[config.mk]
export PLATFORM = sky130hd
export DESIGN_NAME = lru_tag_lookup
export DESIGN_NICKNAME = d
export VERILOG_FILES = /design/src/rtl/lru_tag_lookup.sv
export SDC_FILE = /design/constraint.sdc
export NUM_CORES = 1
export LEC_CHECK = 0
export CORE_MARGIN = 1
export CORE_UTILIZATION = 45
export CTS_BUF_LIST = sky130_fd_sc_hd__clkbuf_8
export CTS_CLUSTER_SIZE = 40
export DETAILED_ROUTE_END_ITERATION = 10
export DONT_BUFFER_PORTS = 1
export SETUP_SLACK_MARGIN = 0.4
export SLEW_MARGIN = 10
export SYNTH_ARGS = -nofsm -noshare
export SYNTH_HDL_FRONTEND = slang
export SYNTH_SLANG_ARGS = --single-unit
[constraint.sdc]
create_clock -name clk -period 5.3 [get_ports clk]
set_input_delay 1.06 -clock clk [delete_from_list [all_inputs] [get_ports clk]]
set_output_delay 1.06 -clock clk [all_outputs]
set_load 0.05 [all_outputs]
[src/rtl/lru_tag_lookup.sv]
// lru_tag_lookup: fully associative tag directory in front of a counter-based LRU tracker.
// Each request is compared against all stored tags. A miss allocates the lowest free entry,
// or the tracker's LRU entry when the directory is full. Every lookup emits a one-cycle
// access pulse (acc_en/acc_idx) so the tracker updates on the same edge.
//
// Ports:
//   clk, rst_n          clock, synchronous active-low reset
//   flush               invalidate all entries (honoured only while idle)
//   req_valid/ready/tag lookup request handshake and tag
//   rsp_valid/ready     response handshake
//   rsp_hit/idx         hit flag and entry index (hit or allocated)
//   rsp_evict/evict_tag valid entry replaced, and its old tag (0 otherwise)
//   acc_en/acc_idx      access pulse to the LRU tracker
//   lru_idx             current LRU entry from the tracker
//   hit_cnt/miss_cnt    saturating lookup counters, only with LRU_TAG_STATS_EN defined
//
// Optional feature macro: LRU_TAG_STATS_EN

`timescale 1ns/1ps

module lru_tag_lookup #(
  parameter int unsigned NO_ENTRY  = 8,
  parameter int unsigned IDX_WIDTH = $clog2(NO_ENTRY),
  parameter int unsigned TAG_WIDTH = 20
) (
  input  logic                 clk,
  input  logic                 rst_n,
  input  logic                 flush,
  input  logic                 req_valid,
  output logic                 req_ready,
  input  logic [TAG_WIDTH-1:0] req_tag,
  output logic                 rsp_valid,
  input  logic                 rsp_ready,
  output logic                 rsp_hit,
  output logic [IDX_WIDTH-1:0] rsp_idx,
  output logic                 rsp_evict,
  output logic [TAG_WIDTH-1:0] rsp_evict_tag,
  output logic                 acc_en,
  output logic [IDX_WIDTH-1:0] acc_idx,
`ifdef LRU_TAG_STATS_EN
  output logic [31:0]          hit_cnt,
  output logic [31:0]          miss_cnt,
`endif
  input  logic [IDX_WIDTH-1:0] lru_idx
);

  typedef enum logic [1:0] {StIdle, StLookup, StResp} state_e;

  state_e r_state, w_state_next;

  logic [NO_ENTRY-1:0]  r_valid;
  logic [TAG_WIDTH-1:0] r_tag [NO_ENTRY];
  logic [TAG_WIDTH-1:0] r_req_tag;
  logic                 r_rsp_hit;
  logic [IDX_WIDTH-1:0] r_rsp_idx;
  logic                 r_rsp_evict;
  logic [TAG_WIDTH-1:0] r_rsp_evict_tag;

  logic [NO_ENTRY-1:0]  w_match;
  logic                 w_hit;
  logic [IDX_WIDTH-1:0] w_hit_idx;
  logic                 w_free;
  logic [IDX_WIDTH-1:0] w_free_idx;
  logic [IDX_WIDTH-1:0] w_idx;
  logic                 w_evict;

  // Tag compare and lowest-index priority encoders. Scanning downward lets the
  // lowest index win, which also resolves illegal multiple hits.
  always_comb begin
    w_hit      = 1'b0;
    w_hit_idx  = '0;
    w_free     = 1'b0;
    w_free_idx = '0;
    for (int i = 0; i < int'(NO_ENTRY); i++) begin
      w_match[i] = r_valid[i] && (r_tag[i] == r_req_tag);
    end
    for (int i = int'(NO_ENTRY) - 1; i >= 0; i--) begin
      if (w_match[i]) begin
        w_hit     = 1'b1;
        w_hit_idx = IDX_WIDTH'(i);
      end
      if (!r_valid[i]) begin
        w_free     = 1'b1;
        w_free_idx = IDX_WIDTH'(i);
      end
    end
    w_evict = !w_hit && !w_free;
    if (w_hit) begin
      w_idx = w_hit_idx;
    end else if (w_free) begin
      w_idx = w_free_idx;
    end else begin
      w_idx = lru_idx;
    end
  end

  // State register
  always_ff @(posedge clk) begin
    if (!rst_n) begin
      r_state <= StIdle;
    end else begin
      r_state <= w_state_next;
    end
  end

  // Next-state logic
  always_comb begin
    w_state_next = r_state;
    unique case (r_state)
      StIdle: begin
        if (!flush && req_valid) begin
          w_state_next = StLookup;
        end
      end
      StLookup: w_state_next = StResp;
      StResp: begin
        if (rsp_ready) begin
          w_state_next = StIdle;
        end
      end
      default: w_state_next = StIdle;
    endcase
  end

  // Outputs
  always_comb begin
    req_ready     = (r_state == StIdle) && !flush;
    acc_en        = (r_state == StLookup);
    acc_idx       = (r_state == StLookup) ? w_idx : '0;
    rsp_valid     = (r_state == StResp);
    rsp_hit       = r_rsp_hit;
    rsp_idx       = r_rsp_idx;
    rsp_evict     = r_rsp_evict;
    rsp_evict_tag = r_rsp_evict_tag;
  end

  // Directory and response registers
  always_ff @(posedge clk) begin
    if (!rst_n) begin
      r_valid         <= '0;
      r_req_tag       <= '0;
      r_rsp_hit       <= 1'b0;
      r_rsp_idx       <= '0;
      r_rsp_evict     <= 1'b0;
      r_rsp_evict_tag <= '0;
      for (int i = 0; i < int'(NO_ENTRY); i++) begin
        r_tag[i] <= '0;
      end
    end else begin
      unique case (r_state)
        StIdle: begin
          if (flush) begin
            r_valid <= '0;
          end else if (req_valid) begin
            r_req_tag <= req_tag;
          end
        end
        StLookup: begin
          r_rsp_hit       <= w_hit;
          r_rsp_idx       <= w_idx;
          r_rsp_evict     <= w_evict;
          r_rsp_evict_tag <= w_evict ? r_tag[w_idx] : '0;
          if (!w_hit) begin
            r_tag[w_idx]   <= r_req_tag;
            r_valid[w_idx] <= 1'b1;
          end
        end
        default: ;
      endcase
    end
  end

`ifdef LRU_TAG_STATS_EN
  logic [31:0] r_hit_cnt;
  logic [31:0] r_miss_cnt;

  always_ff @(posedge clk) begin
    if (!rst_n) begin
      r_hit_cnt  <= '0;
      r_miss_cnt <= '0;
    end else if (r_state == StLookup) begin
      if (w_hit && (r_hit_cnt != 32'hFFFF_FFFF)) begin
        r_hit_cnt <= r_hit_cnt + 32'd1;
      end
      if (!w_hit && (r_miss_cnt != 32'hFFFF_FFFF)) begin
        r_miss_cnt <= r_miss_cnt + 32'd1;
      end
    end
  end

  assign hit_cnt  = r_hit_cnt;
  assign miss_cnt = r_miss_cnt;
`endif

endmodule

==> impl_metrics.tcl <==
set metrics [dict create \
    synth_area_leaders "edfxtp_1, dfxtp_1, and2_1" \
    path_clk_slew_ns 0.06 \
    wl_per_cell_um 27.20 \
    fp.coreArea_mm2 0.02525 \
    min_period_ns 4.803 \
    routed_wl_um 39860 \
    synthArstFlopShare_pct 0 \
    reg2reg_from "r_req_tag[19]" \
    cts_tree "built" \
    crit_fanout 13 \
    synth.yosys.seq_area_share_pct 50.71 \
    grt_pass1_wl_um 57660 \
    cts_buffer_depth 3 \
    power_density_mw_per_mm2 298.8 \
    synth_most_common_cell "and2_1" \
    cts-root-buf "clkbuf_8" \
    drt-pass1-iter-count 5 \
    min_from "r_req_tag[15]" \
    grt_pass1_vias 8359 \
    num_vias 8654 \
    finalSetupViolCount 0 \
    hold_viol_final 0 \
    cts.sinks 215 \
    fp.dieArea_mm2 0.02653 \
    grt_max_degree 41 \
    multi_input_area_mm2 0.005241 \
    period_share_pct 90.63 \
    ys_ff_latch 215 \
    antenna_found_initial 1 \
    timing_worst_slew_pin_value_ns 0.9856 \
    placedCellCount 1395 \
    power_w 0.003837 \
    slew_violations 0 \
    rsz0062_at_grt "false" \
    synth-edff-count 160 \
    num_rows 58 \
    start_kind "flop" \
    io_buffer_count 0 \
    hold_path_class "flop to flop" \
    die_w_um 162.9 \
    ir_worst_vdd_uv 163.5 \
    postCtsHoldBufs 0 \
    synth_common_cells "and2_1, edfxtp_1, nand2_1, xnor2_1, xor2_1" \
    final-seq-area_mm2 0.005909 \
    netlist_area_mm2 0.01165 \
    h-tree-depth 2 \
    synth_top_cell_area_share_pct 41.25 \
    start_util_pct 46.12 \
    p_leak_nw 4.753 \
    fmax_mhz 208.2 \
    path_class "flop to output port" \
    yosysUniqueCellTypes 60 \
    fin_area_mm2 0.01284 \
    synth-warning-count 0 \
    hpwlAfterDp_um 27800 \
    antenna_left 0 \
    die_h_um 162.9 \
    slew_headroom_pct 33.94 \
    synth.avg_cell_area_um2 10.63 \
    post-route-util_pct 50.84 \
    dpl_cell_area_mm2 0.01204 \
    cap_violations 0 \
    syn_nets 1124 \
    yosysTopAreaCell "edfxtp_1" \
    worstPathArrival_ns 3.74 \
    n_antenna_cell 0 \
    synth_ff_type "edfxtp_1" \
    endpoint_kind "output port" \
    num-fill-cells 2319 \
    clock_skew_ns 0.01342 \
    finalSetupTns_ns 0 \
    drt_iter0_drc 943 \
    viasPerCell 5.907 \
    status "complete, no violations" \
    routabilityCongestion 1.067 \
    clk_latency_ns 0.54 \
    cp.required_ns 4.24 \
    io_pins 59 \
    startpoint "r_req_tag[18]" \
    fin_cells 1465 \
    layout-drive-gt1-share_pct 13.48 \
    synth_cells 1096 \
    grtUsageTotal_pct 30.59 \
    grt-ovfl-total 0 \
    numCtsBuffers 38 \
    syn_to_final_growth_pct 10.25 \
    drcViolationCount 0 \
    nets 1133 \
]
worst paths after layout:
check	end	slack, ns	cells past startpoint
worst max-delay path	acc_idx[0]	0.50	8
worst max register to register	r_tag[7][5]	0.56	10
worst min-delay path	r_req_tag[15]	0.53	2
worst min register to register	r_req_tag[15]	0.53	2
cells by family (layout without fill, tap and decap cells):
group / count (synthesis) / count (layout) / share of synthesized area, %
flip-flops: 215 / 215 / 50.71
buffers and inverters: 99 / 138 / 4.845
AO/OA/AOI/OAI: 155 / 155 / 9.143
multiplexers: 40 / 40 / 3.470
XOR/XNOR: 160 / 160 / 12.03
AND/OR/NAND/NOR: 427 / 427 / 19.80
placed cells by master, fill, tap and decap left out, types with 4 or more instances in the layout:
| cell | n |
|---|---|
| xor2_1 | 71 |
| and3_1 | 4 |
| inv_1 | 14 |
| o21ai_0 | 22 |
| nand2_1 | 111 |
| buf_4 | 64 |
| mux2i_1 | 37 |
| o21ai_2 | 8 |
| nand3_1 | 20 |
| nor2_1 | 31 |
| or3_1 | 17 |
| clkinv_2 | 6 |
| dfxtp_1 | 52 |
| a31oi_1 | 6 |
| clkbuf_8 | 51 |
| nor3_1 | 11 |
| a21oi_1 | 18 |
| nor4_1 | 19 |
| nand4_1 | 30 |
| a211oi_1 | 8 |
| and2_1 | 165 |
| xnor2_1 | 89 |
| o21ai_1 | 8 |
| o211ai_1 | 10 |
| o31ai_1 | 7 |
| a21boi_0 | 27 |
| edfxtp_1 | 160 |
| a2bb2oi_1 | 8 |
metal layers:
| metal | share of wire, % | up-vias | GRT usage [%] |
|---|---|---|---|
| li1 | - | 3853 | - |
| met1 | 42 | 4272 | 41.23 |
| met2 | 45 | 440 | 46.91 |
| met3 | 8.6 | 89 | 6.595 |
| met4 | 4.5 | 0 | 14.19 |
| met5 | 0 | - | 0 |
critical path: stages, from the launching register on:
cell,delay (ns)
dfxtp_1,0.59
xor2_1,0.16
nor4_1,0.64
nand4_1,0.23
or2_2,0.36
nand4_1,0.29
or3_4,0.29
nand2_1,0.14
nor2_2,0.48
state kept, by name, summed over array words and instances (netlist names):
signal,count
rsp_evict,1
r_tag,160
r_valid,8
rsp_idx,3
rsp_evict_tag,20
r_state,2
r_req_tag,20
rsp_hit,1
timing repair:
item / in CTS / in global routing
cloned: 0 / 0
resized for setup: 3 / 5
endpoints found under the setup margin: 2 / 8
buffers inserted: 0 / 0
power by group:
part / switching [W] / internal [W] / total, W / leakage [nW]
sequential: 0.0000640 / 0.00186 / 0.00192 / 2.10
combinational: 0.000230 / 0.000119 / 0.000349 / 2.20
clock: 0.000707 / 0.000859 / 0.00157 / 0.452
cell type report:
class                           instances  area share (%)
Clock buffer                           51           5.467
Clock inverter                         19          0.6139
Inverter                                4          0.1169
Multi-Input combinational cell        782           40.82
Sequential cell                       215           46.02
Tap cell                              330           3.216
Timing Repair Buffer                   64           3.742
per-stage QoR:
stage / hold WS (ns) / worst slack [ns]
2_1_floorplan: 0.4805 / 1.071
3_3_place_gp: 0.5188 / 0.5892
3_5_place_dp: 0.5252 / 0.5926
4_1_cts: 0.5373 / 0.5091
5_1_grt: 0.5568 / 0.4262
6_report: 0.5349 / 0.4968
(Power assumes the default switching activity.)
